**config.mk**
```make
export PLATFORM = sky130hd
export DESIGN_NAME = debug_commit_trace_flat
export DESIGN_NICKNAME = d
export VERILOG_FILES = /design/src/rtl/debug_commit_trace_if.sv /design/src/rtl/debug_commit_trace.sv /design/src/flat_wrapper.sv
export SDC_FILE = /design/constraint.sdc
export NUM_CORES = 2
export LEC_CHECK = 0
export CAP_MARGIN = 20
export CORE_MARGIN = 5
export CORE_UTILIZATION = 51
export DETAILED_ROUTE_END_ITERATION = 6
export PLACE_DENSITY = 0.76
export SYNTH_ARGS = -nofsm -noshare
export SYNTH_HDL_FRONTEND = slang
export SYNTH_SLANG_ARGS = --single-unit
```
**constraint.sdc**
```tcl
create_clock -name clock -period 8.34 [get_ports clock]
set_input_delay 1.251 -clock clock [delete_from_list [all_inputs] [get_ports clock]]
set_output_delay 1.251 -clock clock [all_outputs]
set_load 0.01 [all_outputs]
```
**src/rtl/debug_commit_trace_if.sv**
```systemverilog
// debug_commit_trace_if: capture-side and drain-side signal bundle for the
// commit-trace buffer. master = core/consumer side, slave = trace buffer.
interface debug_commit_trace_if #(
   parameter int unsigned DEPTH = 16
);
   localparam int unsigned LVL_W = $clog2(DEPTH) + 1;

   logic [31:0]      io_debug_pc;
   logic [31:0]      io_debug_wdata;
   logic [4:0]       io_debug_waddr;
   logic             io_debug_wen;
   logic             io_clear;
   logic             io_trace_valid;
   logic             io_trace_ready;
   logic [31:0]      io_trace_pc;
   logic [4:0]       io_trace_waddr;
   logic [31:0]      io_trace_wdata;
   logic [LVL_W-1:0] io_level;
   logic [31:0]      io_commit_cnt;
   logic [15:0]      io_drop_cnt;
   logic             io_overflow;

   modport master (
      output io_debug_pc, io_debug_wdata, io_debug_waddr, io_debug_wen,
             io_clear, io_trace_ready,
      input  io_trace_valid, io_trace_pc, io_trace_waddr, io_trace_wdata,
             io_level, io_commit_cnt, io_drop_cnt, io_overflow
   );

   modport slave (
      input  io_debug_pc, io_debug_wdata, io_debug_waddr, io_debug_wen,
             io_clear, io_trace_ready,
      output io_trace_valid, io_trace_pc, io_trace_waddr, io_trace_wdata,
             io_level, io_commit_cnt, io_drop_cnt, io_overflow
   );
endinterface

```
**src/rtl/debug_commit_trace.sv**
```systemverilog
// debug_commit_trace: captures debug writebacks as {pc, waddr, wdata}
// records into a first-word-fall-through FIFO drained over valid/ready,
// with commit / drop / overflow statistics.
// Optional feature macro: TRACE_SKIP_R0_EN (ignore writebacks to $0).
module debug_commit_trace #(
   parameter int unsigned DEPTH = 16
) (
   input logic                  clock,
   input logic                  reset,
   debug_commit_trace_if.slave  bus
);
   localparam int unsigned PTR_W = $clog2(DEPTH);
   localparam int unsigned LVL_W = PTR_W + 1;

   typedef struct packed {
      logic [31:0] pc;
      logic [4:0]  waddr;
      logic [31:0] wdata;
   } rec_t;

   rec_t             r_mem [DEPTH];
   rec_t             r_head;
   logic [PTR_W-1:0] r_rd_ptr;
   logic [PTR_W-1:0] r_wr_ptr;
   logic [LVL_W-1:0] r_level;
   logic [31:0]      r_commit;
   logic [15:0]      r_drop;
   logic             r_ovf;

   rec_t             w_rec;
   rec_t             w_head_nxt;
   logic             w_cap;
   logic             w_pop;
   logic             w_push;
   logic             w_drop;
   logic             w_full;
   logic [PTR_W-1:0] w_rd_ptr_nxt;
   logic [PTR_W-1:0] w_wr_ptr_nxt;
   logic [LVL_W-1:0] w_level_nxt;

   // Capture qualification, push/pop/drop decode and next-state of pointers/level
   always_comb begin
      w_rec = '{pc: bus.io_debug_pc, waddr: bus.io_debug_waddr, wdata: bus.io_debug_wdata};
`ifdef TRACE_SKIP_R0_EN
      w_cap = bus.io_debug_wen & (bus.io_debug_waddr != 5'd0);
`else
      w_cap = bus.io_debug_wen;
`endif
      w_full       = (r_level == LVL_W'(DEPTH));
      w_pop        = (r_level != '0) & bus.io_trace_ready;
      w_push       = w_cap & (~w_full | w_pop);
      w_drop       = w_cap & ~w_push;
      w_rd_ptr_nxt = w_pop  ? r_rd_ptr + PTR_W'(1) : r_rd_ptr;
      w_wr_ptr_nxt = w_push ? r_wr_ptr + PTR_W'(1) : r_wr_ptr;
      w_level_nxt  = r_level;
      if (w_push && !w_pop) begin
         w_level_nxt = r_level + LVL_W'(1);
      end else if (w_pop && !w_push) begin
         w_level_nxt = r_level - LVL_W'(1);
      end
      // Head is registered; an incoming record that lands exactly at the next
      // read slot (empty FIFO, or last entry being popped) bypasses storage.
      w_head_nxt = (w_push && (r_wr_ptr == w_rd_ptr_nxt)) ? w_rec : r_mem[w_rd_ptr_nxt];
   end

   // Record storage (not reset, not cleared)
   always_ff @(posedge clock) begin
      if (w_push && !bus.io_clear) begin
         r_mem[r_wr_ptr] <= w_rec;
      end
   end

   // Pointers, level, head register and statistics
   always_ff @(posedge clock or negedge reset) begin
      if (!reset) begin
         r_rd_ptr <= '0;
         r_wr_ptr <= '0;
         r_level  <= '0;
         r_head   <= '0;
         r_commit <= '0;
         r_drop   <= '0;
         r_ovf    <= 1'b0;
      end else if (bus.io_clear) begin
         r_rd_ptr <= '0;
         r_wr_ptr <= '0;
         r_level  <= '0;
         r_commit <= '0;
         r_drop   <= '0;
         r_ovf    <= 1'b0;
      end else begin
         r_rd_ptr <= w_rd_ptr_nxt;
         r_wr_ptr <= w_wr_ptr_nxt;
         r_level  <= w_level_nxt;
         // Head only moves when it will be valid, so it holds once drained
         if (w_level_nxt != '0) begin
            r_head <= w_head_nxt;
         end
         if (w_push) begin
            r_commit <= r_commit + 32'd1;
         end
         if (w_drop) begin
            r_ovf <= 1'b1;
            if (r_drop != '1) begin
               r_drop <= r_drop + 16'd1;
            end
         end
      end
   end

   assign bus.io_trace_valid = (r_level != '0);
   assign bus.io_trace_pc    = r_head.pc;
   assign bus.io_trace_waddr = r_head.waddr;
   assign bus.io_trace_wdata = r_head.wdata;
   assign bus.io_level       = r_level;
   assign bus.io_commit_cnt  = r_commit;
   assign bus.io_drop_cnt    = r_drop;
   assign bus.io_overflow    = r_ovf;
endmodule

```
**src/flat_wrapper.sv**
```systemverilog
// flat-port wrapper written by rule: the top's interface ports become plain ports
module debug_commit_trace_flat 
#(
   parameter int unsigned DEPTH = 16
)
  (clock, reset, bus_io_debug_pc, bus_io_debug_wdata, bus_io_debug_waddr, bus_io_debug_wen, bus_io_clear, bus_io_trace_ready, bus_io_trace_valid, bus_io_trace_pc, bus_io_trace_waddr, bus_io_trace_wdata, bus_io_level, bus_io_commit_cnt, bus_io_drop_cnt, bus_io_overflow);
  debug_commit_trace_if #(.DEPTH(DEPTH)) bus_i ();
  input logic clock;
  input logic reset;
  input wire logic [$bits(bus_i.io_debug_pc)-1:0] bus_io_debug_pc;
  input wire logic [$bits(bus_i.io_debug_wdata)-1:0] bus_io_debug_wdata;
  input wire logic [$bits(bus_i.io_debug_waddr)-1:0] bus_io_debug_waddr;
  input wire logic [$bits(bus_i.io_debug_wen)-1:0] bus_io_debug_wen;
  input wire logic [$bits(bus_i.io_clear)-1:0] bus_io_clear;
  input wire logic [$bits(bus_i.io_trace_ready)-1:0] bus_io_trace_ready;
  output wire logic [$bits(bus_i.io_trace_valid)-1:0] bus_io_trace_valid;
  output wire logic [$bits(bus_i.io_trace_pc)-1:0] bus_io_trace_pc;
  output wire logic [$bits(bus_i.io_trace_waddr)-1:0] bus_io_trace_waddr;
  output wire logic [$bits(bus_i.io_trace_wdata)-1:0] bus_io_trace_wdata;
  output wire logic [$bits(bus_i.io_level)-1:0] bus_io_level;
  output wire logic [$bits(bus_i.io_commit_cnt)-1:0] bus_io_commit_cnt;
  output wire logic [$bits(bus_i.io_drop_cnt)-1:0] bus_io_drop_cnt;
  output wire logic [$bits(bus_i.io_overflow)-1:0] bus_io_overflow;
  assign bus_i.io_debug_pc = bus_io_debug_pc;
  assign bus_i.io_debug_wdata = bus_io_debug_wdata;
  assign bus_i.io_debug_waddr = bus_io_debug_waddr;
  assign bus_i.io_debug_wen = bus_io_debug_wen;
  assign bus_i.io_clear = bus_io_clear;
  assign bus_i.io_trace_ready = bus_io_trace_ready;
  assign bus_io_trace_valid = bus_i.io_trace_valid;
  assign bus_io_trace_pc = bus_i.io_trace_pc;
  assign bus_io_trace_waddr = bus_i.io_trace_waddr;
  assign bus_io_trace_wdata = bus_i.io_trace_wdata;
  assign bus_io_level = bus_i.io_level;
  assign bus_io_commit_cnt = bus_i.io_commit_cnt;
  assign bus_io_drop_cnt = bus_i.io_drop_cnt;
  assign bus_io_overflow = bus_i.io_overflow;
  debug_commit_trace #(.DEPTH(DEPTH)) u_core (.clock(clock), .reset(reset), .bus(bus_i));
endmodule
```
==> impl_metrics.tcl <==
set metrics [dict create \
    status "finished, violations left" \
    violations "DRC" \
    power.share.clock_pct 29.7 \
    worst_pin_slew_ns 1.178 \
    finalSetupViolations 0 \
    ys_async_sr_fraction_pct 10.61 \
    p_sw_mw 6.544 \
    arrival_ns 5.78 \
    reg2reg_to "u_core.bus.io_trace_pc[30]$_DFFE_PN0P_" \
    h-tree-depth 4 \
    synth_top_cells_by_area "edfxtp_1 59%, mux2i_1 10%, dfrtp_1 5.8%, a221oi_1 4.5%, o22ai_1 2.4%" \
    ys.flop_type "edfxtp_1" \
    root_buffer "clkbuf_16" \
    synthesis.nets 4251 \
    place.port_buffers 197 \
    worst_ep_required_time_ns 8.99 \
    avgSynthCellArea_um2 13.55 \
    pin_count 198 \
    pwr-share-comb_pct 32.7 \
    cts_buffers 130 \
    antenna_found_initial 18 \
    critical_path.top_delay_family "buffers and inverters" \
    synth_edf_count 1104 \
    yosysUniqueCellTypes 65 \
    post_cts_buffers 0 \
    core_um2 110400 \
    drc 1 \
    whs_endpoint "u_core.bus.io_overflow$_DFFE_PN0P_" \
    via_per_inst 6.794 \
    drtAntennaViolNets 0 \
    cts_sinks 1235 \
    path_depth 9 \
    vias 39680 \
    critPathBufInv 3 \
    tns_ns 0 \
    path_common_cell "buf_4" \
    cts_buffer_depth 3 \
    r2r_slack_ns 3.20 \
    wire_per_inst_um 26.90 \
    crit_path_top_delay_cell "dfrtp_4" \
    path_class "reg -> reg" \
    nNetsFinal 4314 \
    hpwlAfterDp_um 82240 \
    switching_share_pct 33.72 \
    routed_wl_um 157100 \
    r2r_cells 9 \
    min_path_type "reg -> reg" \
    maxSlewHeadroom_pct 20.97 \
    grt_use_total_pct 25.96 \
    crit_path_end_kind "register" \
    path_cells "buf_12 > buf_4 > buf_4 > mux2i_1 > o22ai_1 > or3_1 > o31ai_1 > or4_1 > a31oi_1" \
    ir_drop_v 0.0003956 \
    first_iter_violations 5281 \
    p_leak_nw 20.25 \
    clock_skew_ns 0.02322 \
    placed_cell_area_um2 59880 \
    yosysWarningCount 0 \
    ys_seq_elements 1235 \
    cp-start-kind "register" \
    clock_latency_ns 0.75 \
    synth_most_common_cell "edfxtp_1" \
    overflow 0 \
    syn2layout_area_growth_pct 13.77 \
    period_share_pct 61.59 \
    dieWidth_um 342.8 \
    grt_setup_unrepaired "false" \
    cap_violations 0 \
    design_area_um2 64260 \
    synth_top_area_cell "edfxtp_1" \
    reg2reg_from "u_core.r_rd_ptr[0]$_DFF_PN0_" \
    grt_max_degree 155 \
    hold_viol_final 0 \
    start_util_pct 51.18 \
    synth.yosys.seq_area_share_pct 64.49 \
    drive_gt1_share_pct 8.647 \
    power_frac_seq_pct 37.6 \
    hold-path-cell-count 2 \
    synth_top_area_share_pct 58.69 \
    hp-start "u_core.bus.io_overflow$_DFFE_PN0P_" \
    clk_pin_slew_ns 0.06 \
    synthTopCellsByCount "1104 x edfxtp_1, 587 x mux2i_1, 318 x nor2_1" \
    synthCells 4168 \
    drtPass1Iterations 7 \
    max_freq_mhz 194.7 \
    maxSlewViolCount 0 \
    gp_routability_congestion 0.7698 \
    cts_hold_buffers 0 \
    die-area_um2 117500 \
    power.density_nw_per_um2 302.0 \
    critPathMaxFanout 150 \
    cpPeakStageDelay_ns 0.96 \
    fp-row-count 122 \
    grt_pass1_wl_um 233800 \
    die_h_um 342.8 \
    cts.repair.resized 0 \
    min_period_ns 5.136 \
    grt_pass1_vias 38900 \
    p_int_mw 12.86 \
    syn_area_um2 56490 \
    cts_tree "yes" \
]
==> layout make-up <==
type | instances | area [um^2]
Fill cell | 8248 | 46100
Multi-Input combinational cell | 2568 | 18820
Clock inverter | 64 | 696.9
Tap cell | 1488 | 1862
Clock buffer | 174 | 3600
Sequential cell | 1235 | 36440
Antenna cell | 16 | 40.04
Inverter | 11 | 48.80
Timing Repair Buffer | 285 | 2756
==> placed cells by master (no fill, tap or decap), types with 17 or more instances in the layout <==
master and instances:
edfxtp_1 1104, mux2i_1 587, nor2_1 303, a221oi_1 289, nand2_1 258, o22ai_1 215, clkdlybuf4s50_1 195, o21ai_0 153
clkbuf_16 131, dfrtp_1 129, buf_4 79, a31oi_1 70, or4_1 69, nor3_1 66, a2111oi_0 54, a21oi_1 48
xor2_1 41, o31ai_1 40, or3_1 39, a22oi_1 34, mux2_2 27, clkbuf_1 27, o221ai_1 25, clkinv_1 25
nand4_1 24, mux4_2 23, nand3_1 21, o2111ai_1 18, nand3b_1 17
==> kinds of logic after synthesis <==
family,synth area share (%)
adders and majority gates,0.1994
xor gates and xnor gates,0.9392
buffers and inverters,2.702
AOI/OAI and AO/OA,12.81
and+or+nand+nor,7.000
muxes,11.86
DFF,64.49
==> power by group through the flow <==
stage | clock (mW) | combinational, mW | sequential (mW)
after floorplan | 0 | 4.38 | 7.30
after global placement | 0 | 6.03 | 7.41
after detailed placement | 0 | 6.21 | 7.41
after CTS | 5.83 | 6.25 | 7.29
after global routing | 6.09 | 6.80 | 7.31
final | 5.77 | 6.34 | 7.29
==> per-stage QoR <==
| stage | power, mW | utilization (%) | worst slack, ns | std cells | hold slack, ns |
|---|---|---|---|---|---|
| 3_5_place_dp | 13.62 | 54.26 | 2.883 | 5585 | 0.5098 |
| 6_report | 19.41 | 58.23 | 3.204 | 5841 | 0.5182 |
| 3_3_place_gp | 13.44 | 54.23 | 2.952 | 5584 | 0.5116 |
| 5_1_grt | 20.20 | 58.22 | 2.891 | 5838 | 0.5368 |
| 4_1_cts | 19.38 | 58.15 | 3.176 | 5823 | 0.5224 |
| 2_1_floorplan | 11.69 | - | 1.030 | 4168 | 0.5333 |
==> layer usage <==
layer / track usage [%] / part of all wire (%)
met4: 11.86 / 3.8
met5: 0 / 0.022
met3: 5.033 / 10
met2: 41.76 / 48
met1: 34.49 / 38
==> registers in the layout, indices dropped and copies added, names as in the netlist <==
signal and cells:
u_core.bus.io_trace_pc 32, u_core.bus.io_trace_wdata 32, u_core.r_wr_ptr 4, u_core.r_rd_ptr 4, u_core.bus.io_drop_cnt 16, u_core.bus.io_level 5
u_core.bus.io_commit_cnt 32, u_core.r_mem 1104, u_core.bus.io_overflow 1, u_core.bus.io_trace_waddr 5
==> worst reg2reg max path: cells and delay by family, from the launching register on <==
| kind | cells | cell delay, ns |
|---|---|---|
| mux | 1 | 0.26 |
| buf+inv | 3 | 2.71 |
| simple gates | 2 | 0.65 |
| compound gates | 3 | 0.47 |
| flops | 1 | 0.96 |
==> worst max path at each step <==
stage | to | slack [ns] | start
2_1_floorplan | u_core.r_mem[0][0]$_DFFE_PP_ | 1.03 | bus_io_trace_ready
3_3_place_gp | u_core.bus.io_trace_pc[23]$_DFFE_PN0P_ | 2.95 | bus_io_trace_ready
3_5_place_dp | u_core.bus.io_trace_pc[4]$_DFFE_PN0P_ | 2.88 | bus_io_trace_ready
4_1_cts | u_core.bus.io_trace_waddr[2]$_DFFE_PN0P_ | 3.18 | u_core.r_rd_ptr[0]$_DFF_PN0_
5_1_grt | u_core.bus.io_trace_pc[31]$_DFFE_PN0P_ | 2.89 | u_core.r_rd_ptr[0]$_DFF_PN0_
6_report | u_core.bus.io_trace_pc[30]$_DFFE_PN0P_ | 3.20 | u_core.r_rd_ptr[0]$_DFF_PN0_
(Power assumes the default switching activity.)
